[src/rtl/x_uart_rx_cfg.sv]
// Configurable UART receiver: 5..9 data bits, optional parity, 1-2 stops,
// false-start rejection, framing/parity error and line-break flags.
module x_uart_rx_cfg #(
  parameter int p_clk_hz    = 1200000,
  parameter int p_baud      = 115200,
  parameter int p_data_bits = 8,
  parameter int p_parity    = 0,
  parameter int p_stop_bits = 1
) (
  input  logic                   i_clk,
  input  logic                   i_rst_n,
  input  logic                   i_rx,
  output logic                   o_valid,
  output logic [p_data_bits-1:0] o_data,
  output logic                   o_parity_err,
  output logic                   o_frame_err,
  output logic                   o_break
);

  localparam int LP_P  = p_clk_hz / p_baud;
  localparam int LP_TW = $clog2(LP_P);
  localparam int LP_CW = $clog2(p_data_bits + 1);

  typedef enum logic [2:0] {
    S_IDLE,
    S_START,
    S_DATA,
    S_PARITY,
    S_STOP
  } state_t;

  state_t r_state;
  state_t w_next;

  logic r_s1;
  logic r_s2;
  logic r_s3;
  logic [LP_TW-1:0] r_timer;
  logic [LP_CW-1:0] r_cnt;
  logic [p_data_bits-1:0] r_shift;
  logic r_par;
  logic r_perr;
  logic r_ferr;
  logic r_any1;

  logic r_valid;
  logic [p_data_bits-1:0] r_data;
  logic r_perr_o;
  logic r_ferr_o;
  logic r_brk_o;

  logic w_fall;
  logic w_mid;
  logic w_end;
  logic w_last_data;
  logic w_last_stop;
  logic w_pexp;
  logic w_tclr;
  logic w_start;
  logic w_shift;
  logic w_psamp;
  logic w_ssamp;
  logic w_done;

  assign w_fall      = r_s3 & ~r_s2;
  assign w_mid       = r_timer == LP_TW'(LP_P / 2 - 1);
  assign w_end       = r_timer == LP_TW'(LP_P - 1);
  assign w_last_data = r_cnt == LP_CW'(p_data_bits - 1);
  assign w_last_stop = r_cnt == LP_CW'(p_stop_bits - 1);
  assign w_pexp      = (p_parity == 1) ? ~r_par : r_par;

  always_comb begin
    w_next  = r_state;
    w_tclr  = 1'b0;
    w_start = 1'b0;
    w_shift = 1'b0;
    w_psamp = 1'b0;
    w_ssamp = 1'b0;
    w_done  = 1'b0;
    unique case (r_state)
      S_IDLE: begin
        if (w_fall) begin
          w_next  = S_START;
          w_tclr  = 1'b1;
          w_start = 1'b1;
        end
      end
      S_START: begin
        if (w_mid) begin
          if (r_s2) begin
            w_next = S_IDLE;
          end else begin
            w_next = S_DATA;
            w_tclr = 1'b1;
          end
        end
      end
      S_DATA: begin
        if (w_end) begin
          w_shift = 1'b1;
          if (w_last_data) begin
            w_next = (p_parity != 0) ? S_PARITY : S_STOP;
          end
        end
      end
      S_PARITY: begin
        if (w_end) begin
          w_psamp = 1'b1;
          w_next  = S_STOP;
        end
      end
      S_STOP: begin
        if (w_end) begin
          w_ssamp = 1'b1;
          if (w_last_stop) begin
            w_done = 1'b1;
            w_next = S_IDLE;
          end
        end
      end
      default: w_next = S_IDLE;
    endcase
  end

  always_ff @(posedge i_clk or negedge i_rst_n) begin
    if (!i_rst_n) begin
      r_state <= S_IDLE;
    end else begin
      r_state <= w_next;
    end
  end

  always_ff @(posedge i_clk or negedge i_rst_n) begin
    if (!i_rst_n) begin
      r_s1 <= 1'b1;
      r_s2 <= 1'b1;
      r_s3 <= 1'b1;
    end else begin
      r_s1 <= i_rx;
      r_s2 <= r_s1;
      r_s3 <= r_s2;
    end
  end

  always_ff @(posedge i_clk or negedge i_rst_n) begin
    if (!i_rst_n) begin
      r_timer <= '0;
    end else if (w_tclr) begin
      r_timer <= '0;
    end else if (r_state != S_IDLE) begin
      r_timer <= w_end ? '0 : r_timer + LP_TW'(1);
    end
  end

  // one counter serves data bits, then is reused for stop bits
  always_ff @(posedge i_clk or negedge i_rst_n) begin
    if (!i_rst_n) begin
      r_cnt <= '0;
    end else if (w_start) begin
      r_cnt <= '0;
    end else if (w_shift) begin
      r_cnt <= w_last_data ? '0 : r_cnt + LP_CW'(1);
    end else if (w_ssamp) begin
      r_cnt <= r_cnt + LP_CW'(1);
    end
  end

  always_ff @(posedge i_clk or negedge i_rst_n) begin
    if (!i_rst_n) begin
      r_shift <= '0;
      r_par   <= 1'b0;
      r_perr  <= 1'b0;
      r_ferr  <= 1'b0;
      r_any1  <= 1'b0;
    end else if (w_start) begin
      r_par  <= 1'b0;
      r_perr <= 1'b0;
      r_ferr <= 1'b0;
      r_any1 <= 1'b0;
    end else if (w_shift) begin
      r_shift <= {r_s2, r_shift[p_data_bits-1:1]};
      r_par   <= r_par ^ r_s2;
      r_any1  <= r_any1 | r_s2;
    end else if (w_psamp) begin
      r_perr <= r_s2 != w_pexp;
      r_any1 <= r_any1 | r_s2;
    end else if (w_ssamp) begin
      r_ferr <= r_ferr | ~r_s2;
      r_any1 <= r_any1 | r_s2;
    end
  end

  // final stop sample folds straight into the registered flags
  always_ff @(posedge i_clk or negedge i_rst_n) begin
    if (!i_rst_n) begin
      r_valid  <= 1'b0;
      r_data   <= '0;
      r_perr_o <= 1'b0;
      r_ferr_o <= 1'b0;
      r_brk_o  <= 1'b0;
    end else begin
      r_valid <= w_done;
      if (w_done) begin
        r_data   <= r_shift;
        r_perr_o <= r_perr;
        r_ferr_o <= r_ferr | ~r_s2;
        r_brk_o  <= ~(r_any1 | r_s2);
      end
    end
  end

  assign o_valid      = r_valid;
  assign o_data       = r_data;
  assign o_parity_err = r_perr_o;
  assign o_frame_err  = r_ferr_o;
  assign o_break      = r_brk_o;

endmodule

[config.mk]
export PLATFORM = sky130hd
export DESIGN_NAME = x_uart_rx_cfg
export DESIGN_NICKNAME = d
export VERILOG_FILES = /design/src/rtl/x_uart_rx_cfg.sv
export SDC_FILE = /design/constraint.sdc
export NUM_CORES = 1
export LEC_CHECK = 0
export CAP_MARGIN = 20
export CORE_UTILIZATION = 50
export DETAILED_ROUTE_END_ITERATION = 10
export PLACE_DENSITY = 0.77
export SLEW_MARGIN = 0
export SYNTH_ARGS = -nofsm -noshare
export SYNTH_HDL_FRONTEND = slang
export SYNTH_SLANG_ARGS = --single-unit
[constraint.sdc]
create_clock -name i_clk -period 3.3 [get_ports i_clk]
set_clock_uncertainty 0.1 [all_clocks]
set_input_delay 0.66 -clock i_clk [delete_from_list [all_inputs] [get_ports i_clk]]
set_output_delay 0.66 -clock i_clk [all_outputs]
set_load 0.005 [all_outputs]
# After elaboration in Yosys (flattened, before gate mapping)
# Index checks and enable logic that the tools add are counted.
dict set report word_totals {
  ff_bits 38
  inputBits 3
  out_inout_bits 12
  elab_cells 96
}
dict set report classes {
  n_addsub 2
  n_eq_ne 17
  muxes 41
  n_bitwise 7
  reduce_logical 13
}
# operator n
set op_table {}
lappend op_table {{4-bit two-way mux} 7}
lappend op_table {{1-bit two-way mux} 24}
lappend op_table {{3-bit two-way mux} 7}
lappend op_table {{2-bit != test, second input constant} 9}
lappend op_table {{3-bit one-hot mux with 5 select lines} 1}
lappend op_table {{4-bit by 1-bit adder with 4-bit output, second input constant} 2}
lappend op_table {{4-bit by 3-bit == test with 1-bit output, second input constant} 2}
lappend op_table {{2-bit nonzero test} 4}
lappend op_table {{7-bit AND reduction} 1}
lappend op_table {{3-bit by 2-bit == test with 1-bit output, second input constant} 2}
lappend op_table {{3-bit nonzero test} 2}
lappend op_table {{4-bit == test, second input constant} 1}
lappend op_table {{4-bit logical NOT} 1}
lappend op_table {{2-bit AND reduction} 2}
lappend op_table {{4-bit nonzero test} 1}
lappend op_table {{3-bit by 1-bit == test with 1-bit output, second input constant} 1}
lappend op_table {{3-bit == test, second input constant} 1}
lappend op_table {{3-bit logical NOT} 1}
lappend op_table {{1-bit NOT} 3}
lappend op_table {{3-bit AND reduction} 1}
lappend op_table {{2-bit two-way mux} 1}
lappend op_table {{1-bit bitwise OR} 2}
lappend op_table {{1-bit one-hot mux with 2 select lines} 1}
lappend op_table {{1-bit AND} 1}
lappend op_table {{other kinds (2)} 2}

# Longest topological paths before layout
# Gate-level depths: netlist of run 1.
dict set report depth {
  depth_word 7
  mapped_depth 8
  ltp_nobuf 6
}

# Worst setup path before layout of run 1
# Ideal clock, no wire load.
dict set report synth_timing {
  path_kind {register to register}
  startpoint {reg r_timer[1]}
  endpoint {reg r_brk_o (netlist: o_break)}
  setup_time_ns 0.125
  arrival_ns 1.679
  required_ns 3.075
  slack_ns 1.396
  path_stages_with_launch 9
  path_buffers 2
  period_less_slack_ns 1.904
  cell_sequence {dfrtp_1 > inv_1 > ha_1 > and3b_1 > buf_4 > nand3_4 > or2_4 > buf_6 > mux2_4}
}
dict set report synth_via {
  elab_chain_len 3
}
# item line_no
set synth_lines {}
lappend synth_lines {{start, declared} 38} ;# logic [LP_TW-1:0] r_timer;
lappend synth_lines {{start signal, assigned} 151} ;# r_timer <= w_end ? '0 : r_timer + LP_TW'(1);
lappend synth_lines {{4-bit == test} 67} ;# assign w_end = r_timer == LP_TW'(LP_P - 1);
lappend synth_lines {{1-bit two-way mux} 113} ;# if (w_end) begin
lappend synth_lines {{1-bit two-way mux} 80} ;# unique case (r_state)
lappend synth_lines {{end signal, assigned} 207} ;# r_brk_o <= ~(r_any1 | r_s2);
lappend synth_lines {{end, declared} 50} ;# logic r_brk_o;
# Every way passes these cells.
# A chain may end at the register's enable or synchronous reset.

# Final worst setup path of run 1
dict set report layout_timing {
  startpoint {reg r_timer[1]}
  endpoint {reg r_data[6] (netlist: o_data[6])}
}
dict set report layout_via {
  elab_chain_len 3
}
# item line_no
set layout_lines {}
lappend layout_lines {{4-bit == test} 67}
lappend layout_lines {{1-bit two-way mux} 113}
lappend layout_lines {{1-bit two-way mux} 80}
lappend layout_lines {{end signal, assigned} 204} ;# r_data <= r_shift;
lappend layout_lines {{end, declared} 47} ;# logic [p_data_bits-1:0] r_data;
# Every way passes these cells.

==> impl_results.md, run 1 <==
* Outcome: complete, no violations
* Gr ovfl total at 0
* Die W at 62.3 um
* Max-slew headroom at 64.4%
* Cell with the most instances after synthesis: dfrtp_1
* Cells along the critical path: inv_1 > ha_1 > and3b_1 > nand3_4 > or2_4 > mux2_4
* CP Data Required Time at 3.43 ns
* Final period util at 61.8%
* Post-DR wirelength/cell at 14.0 um
* Placed Area at 0.00198 mm^2
* Worst setup EP type: flop
* GRT Total Usage at 18.2%
* Yosys Warn Count at 0
* Critical Path Fanout Max at 12
* Synth Area per Inst at 11.9 um^2
* I/O Pins at 15
* Share of layout cells above drive strength 1 at 19.5%
* DR pass1 iterations at 4
* CP Class: reg -> reg
* TritonCTS clock tree: built
* Die area at 0.00388 mm^2
* Top cell type by total area after synthesis: dfrtp_1
* Via count at 1,200
* Area contributors post-synth: dfrtp_1, mux2_4, mux2_2
* Post-cts resize count at 0
* Drt via density at 5.58
* Peak supply drop at 400 uV
* Startpoint class of the critical path: flop
* Placed Instances at 208
* Vias in the first global route at 1,256
* CTS Buf Count at 5
* Root Driver: clkbuf_4
* CTS H-tree depth at 2
* Clock Pin Slew Worst Setup and Hold Paths at 0.11 ns
* Maximum clock path buffer count at 2
* Critical-path top delay cell: dfrtp_1
* Largest net degree at the start of global routing at 39
* Synth Cell Area at 0.00182 mm^2
* Max-Cap Viols at 0
* Area grow syn2layout at 13.7%
* Register bit count reported by yosys at 38
* Antenna violations before repair at 0
* Synthesized net count at 161
* Post-route cell area at 0.00206 mm^2
* Max stage delay on crit path at 0.42 ns
* Slew Limit Fails at 0
* RSZ-0062 raised after global routing: false
* Top cells by count, synth: dfrtp_1, nand2_1, mux2_2, mux2_4, nor2_1
* Fin nets at 177
* 1st-iter DRT viols at 50
* Final hold slack at 0.261 ns
* Worst hold path type: reg -> reg
* Slew of the pin with the lowest slew margin at 0.530 ns
* Core Area at 0.00342 mm^2
* # setup viols final at 0
* Post-synth EDFFs at 0
* Max Clk Rate at 0.490 GHz
* Final Routed Wirelength at 3010 um
* HPWL Detailed at 2140 um
* First-pass GRT wire length at 5570 um
* Starting Density at 53.2%
* Pre-CTS WS at 1.28 ns
* Detail Route Antenna Nets at 0
* Die Ht at 62.3 um
* Syn Inst Count at 153
* Post-CTS setup buffer count at 0
* Setup TNS at 0 ns
* Synth Flop Type: dfrtp_1
* Synth top area share at 48.2%
* Drc violations at 0
* Seq/Total Area, Yosys at 52.6%
* Final WS setup at 1.26 ns
* Post-layout util at 60.4%
* Worst path arrival time at 2.17 ns
* Fill cell count at 276
* Async SR Flop Fraction at 100%
* Final Hold Viols at 0
* Final Critical Period at 2.04 ns
* Pleak at 1.01 nW
* Clk_lat worst skew at 0.34 ns
* Pwr dens at 601 mW/mm^2
* Cell variety after synth at 45
* Final Non-Filler Cells at 215
* Num Clock Sinks at 38
* CTS Hold Bufs at 0
* Antenna Cells at 0
* Port bufs at 14
* Number of core rows at 21
* Placer Congestion at 0.829
* Tot Pwr at 1.24 mW
==> cells in the final DEF, fill, tap and decap left out, drive strengths merged, types with 5 or more instances in the layout <==
master,count
nor2,9
a21oi,5
inv,8
nand3,8
o21ai,6
mux2,18
clkbuf,6
ha,5
dfrtp,35
clkdlybuf4s50,14
nand2,10
==> power by group <==
part	leakage [nW]	switching (mW)	internal, mW
Combinational	0.458	0.175	0.134
Clock	0.0443	0.145	0.176
Sequential	0.505	0.0855	0.526
==> critical path, delay by kind of cell (launching register included) <==
kind | cells | cell delay [ns]
flops | 1 | 0.42
mux | 1 | 0.32
buf+inv | 1 | 0.10
simple gates | 3 | 0.78
fa+ha+maj | 1 | 0.20
==> state kept, by name (all words and copies together) (netlist names) <==
| register | cells |
|---|---|
| o_data | 8 |
| r_state | 3 |
| o_valid | 1 |
| o_frame_err | 1 |
| o_break | 1 |
| r_s1 | 1 |
| r_ferr | 1 |
| r_s3 | 1 |
| r_cnt | 4 |
| r_s2 | 1 |
| o_parity_err | 1 |
| r_any1 | 1 |
| r_timer | 4 |
| r_par | 1 |
| r_perr | 1 |
| r_shift | 8 |
==> final cells by class <==
type | count | area [um^2] | share of cell area [%]
Clock buffer | 6 | 51.3 | 2.48
Tap cell | 46 | 57.6 | 2.79
Sequential cell | 38 | 955 | 46.2
Timing Repair Buffer | 15 | 148 | 7.15
Multi-Input combinational cell | 101 | 793 | 38.4
Clock inverter | 1 | 30.0 | 1.45
Inverter | 8 | 30.0 | 1.45
==> worst paths after layout <==
path / startpoint / end / slack (ns) / depth (start not counted)
min: r_s1 / r_s2 / 0.26 / 0
max in group asynchronous: i_rst_n / r_s3 / 2.12 / 2
max: r_timer[1] / o_data[6] / 1.26 / 6
min in group asynchronous: i_rst_n / o_data[1] / 0.63 / 2
min reg2reg: r_s1 / r_s2 / 0.26 / 0
max reg2reg: r_timer[1] / o_data[6] / 1.26 / 6
==> layer usage <==
layer / share of wire (%) / vias up / GRT usage (%)
li1: - / 570 / -
met1: 45 / 593 / 22.9
met2: 50 / 29 / 30.4
met3: 3.9 / 8 / 4.60
met4: 1.9 / 0 / 6.69
met5: 0 / - / 0
==> logic make-up after synthesis <==
logic type               share of synthesized area [%]
AO/OA/AOI/OAI                                     7.79
XOR/XNOR                                          1.93
adder cells (fa/ha/maj)                           3.45
buffers and inverters                             3.72
flip-flops                                        52.6
multiplexers                                      14.1
AND/OR/NAND/NOR                                   16.4
Power figures use the tool's default switching activity.
==> run 2: changes to the inputs <==
--- a/config.mk
+++ b/config.mk
@@ -8,7 +8,7 @@
 export CAP_MARGIN = 20
 export CORE_UTILIZATION = 50
 export DETAILED_ROUTE_END_ITERATION = 10
-export PLACE_DENSITY = 0.77
+export PLACE_DENSITY = 0.8
 export SLEW_MARGIN = 0
 export SYNTH_ARGS = -nofsm -noshare
 export SYNTH_HDL_FRONTEND = slang
==> constraint.sdc (replaced) <==
create_clock -name i_clk -period 1.7 [get_ports i_clk]
set_clock_uncertainty 0.1 [all_clocks]
set_input_delay 0.34 -clock i_clk [delete_from_list [all_inputs] [get_ports i_clk]]
set_output_delay 0.34 -clock i_clk [all_outputs]
set_load 0.005 [all_outputs]
==> impl_results.md, run 2 (synthesis gave the netlist of run 1 again) <==
* CP Class: reg -> reg
* Die area at 0.00388 mm^2 (unchanged)
* Reg2reg path depth at 5 (-1)
* Outcome: complete, but fails checks
* Max Clk Rate at 0.545 GHz (+11%)
* Pleak at 1.28 nW (+27%)
* Violated checks: negative setup slack
* HPWL Detailed at 2510 um (+17%)
* Slew Limit Fails at 0 (unchanged)
* Drt via density at 5.48 (-1.8%)
* Worst path arrival time at 1.97 ns (-0.20 ns)
* Gr ovfl total at 0 (unchanged)
* Die Ht at 62.3 um (unchanged)
* Share of layout cells above drive strength 1 at 43.3% (+24 points)
* I/O Pins at 15 (unchanged)
* Vias in the first global route at 1,359 (+8.2%)
* Final Non-Filler Cells at 247 (+15%)
* Maximum clock path buffer count at 2 (unchanged)
* WP buf/inv at 1 (unchanged)
* Port bufs at 14 (unchanged)
* Final Critical Period at 1.83 ns (-0.206 ns)
* Via count at 1,354 (+13%)
* Num Clock Sinks at 38 (unchanged)
* Crit Reg-Reg Endpoint: o_data[1]
* CTS H-tree depth at 2 (unchanged)
* Placed Instances at 230 (+11%)
* CP Capture Point: o_data[1]
* Clk_lat worst skew at 0.35 ns (about the same)
* Worst setup EP type: flop
* Post-DR wirelength/cell at 16.7 um (+19%)
* Final Routed Wirelength at 4110 um (+37%)
* GRT Total Usage at 21.3% (+3.1 points)
* CP Data Required Time at 1.84 ns (-1.59 ns)
* Largest net degree at the start of global routing at 39 (unchanged)
* # setup viols final at 17 (+17)
* Starting Density at 53.2% (unchanged)
* 1st-iter DRT viols at 82 (+64%)
* Core Area at 0.00342 mm^2 (unchanged)
* CTS Buf Count at 5 (unchanged)
* Max-Cap Viols at 0 (unchanged)
* Pwr dens at 1230 mW/mm^2 (+100%)
* Crit path depth at 5 (-1)
* Worst hold path type: reg -> reg
* Worst setup path startpoint: r_cnt[1]
* Critical Path Fanout Max at 6 (-6)
* Max-slew headroom at 64.8% (+0.37 points)
* Number of core rows at 21 (unchanged)
* Area grow syn2layout at 33.2%
* Most frequent cells in the layout: dfrtp_1, buf_4
* Final hold slack at 0.262 ns (+0.00129 ns)
* Peak supply drop at 790 uV (+97%)
* First-pass GRT wire length at 6330 um (+14%)
* Drc violations at 0 (unchanged)
* Placer Congestion at 0.819 (-1.2%)
* Slew of the pin with the lowest slew margin at 0.523 ns (-0.00700 ns)
* Final WS setup at -0.133 ns (-1.39 ns)
* Critical-path top delay cell: dfrtp_1
* Detail Route Antenna Nets at 0 (unchanged)
* Max stage delay on crit path at 0.41 ns (about the same)
* Startpoint class of the critical path: flop
* Final Hold Viols at 0 (unchanged)
* Antenna violations before repair at 0 (unchanged)
* Pre-CTS WS at -0.186 ns (-1.46 ns)
* Clock Pin Slew Worst Setup and Hold Paths at 0.12 ns (about the same)
* Worst r2r src: r_cnt[1]
* Fin nets at 208 (+18%)
* Most common cell after layout, fill and taps aside: dfrtp_1
* DR pass1 iterations at 4 (unchanged)
* RSZ-0062 raised after global routing: true
* Delay-heaviest family, CP: simple AND/OR/NAND/NOR gates
* Cells along the critical path: inv_2 > ha_4 > or3b_4 > or2_4 > mux2_4
* Antenna Cells at 0 (unchanged)
* Reg2reg setup slack at -0.13 ns (-1.39 ns)
* Final period util at 108% (+46 points)
* Die W at 62.3 um (unchanged)
* Root Driver: clkbuf_4
* TritonCTS clock tree: built
## run 2: what timing repair did
action	4_1_cts	5_1_grt
hold endpoints to repair	35	0
pin swaps	9	5
setup endpoints to repair	25	40
hold buffers	1	0
buffers inserted	2	5
resized for setup	13	22
gates cloned	1	0
## run 2: where the power goes
part	internal, mW	total [mW]	switching [mW]
combinational	0.620	1.25	0.633
sequential	1.02	1.11	0.0906
clock	0.305	0.611	0.306
## run 2: routing by layer
metal  share of wire [%]  wire [um]  global-route usage, %
met5                   0          0                      0
met4                 2.4         99                   9.01
met3                 4.4        180                   4.60
met2                  51       2100                   38.3
met1                  42       1730                   24.3
## run 2: through the flow
stage | instance area (um^2) | utilization [%] | setup TNS [ns] | power, mW
after floorplan | 1820 | - | -1.89 | 1.65
after global placement | 2140 | 62.7 | -1.19 | 1.98
after detailed placement | 2140 | 62.7 | -2.12 | 2.05
after CTS | 2290 | 67.1 | -1.42 | 2.75
after global routing | 2420 | 70.8 | -2.83 | 3.15
final | 2420 | 70.8 | -1.88 | 2.98
## run 2: worst min-delay path by stage
stage	endpoint	from	cells after the start
after floorplan	o_break	i_rst_n	0
after detailed placement	r_s2	r_s1	0
after global routing	r_s2	r_s1	0
after global placement	r_s2	r_s1	0
final	r_s2	r_s1	0
after CTS	r_s2	r_s1	0
## run 2: layout make-up
class                   count  area [um^2]
flip-flops and latches     38          955
fillers                   246          997
well taps                  46         57.6
clock inverters             3         40.0
multi-input cells         102          907
repair buffers             45          389
clock buffers               5         37.5
inverters                   8         32.5
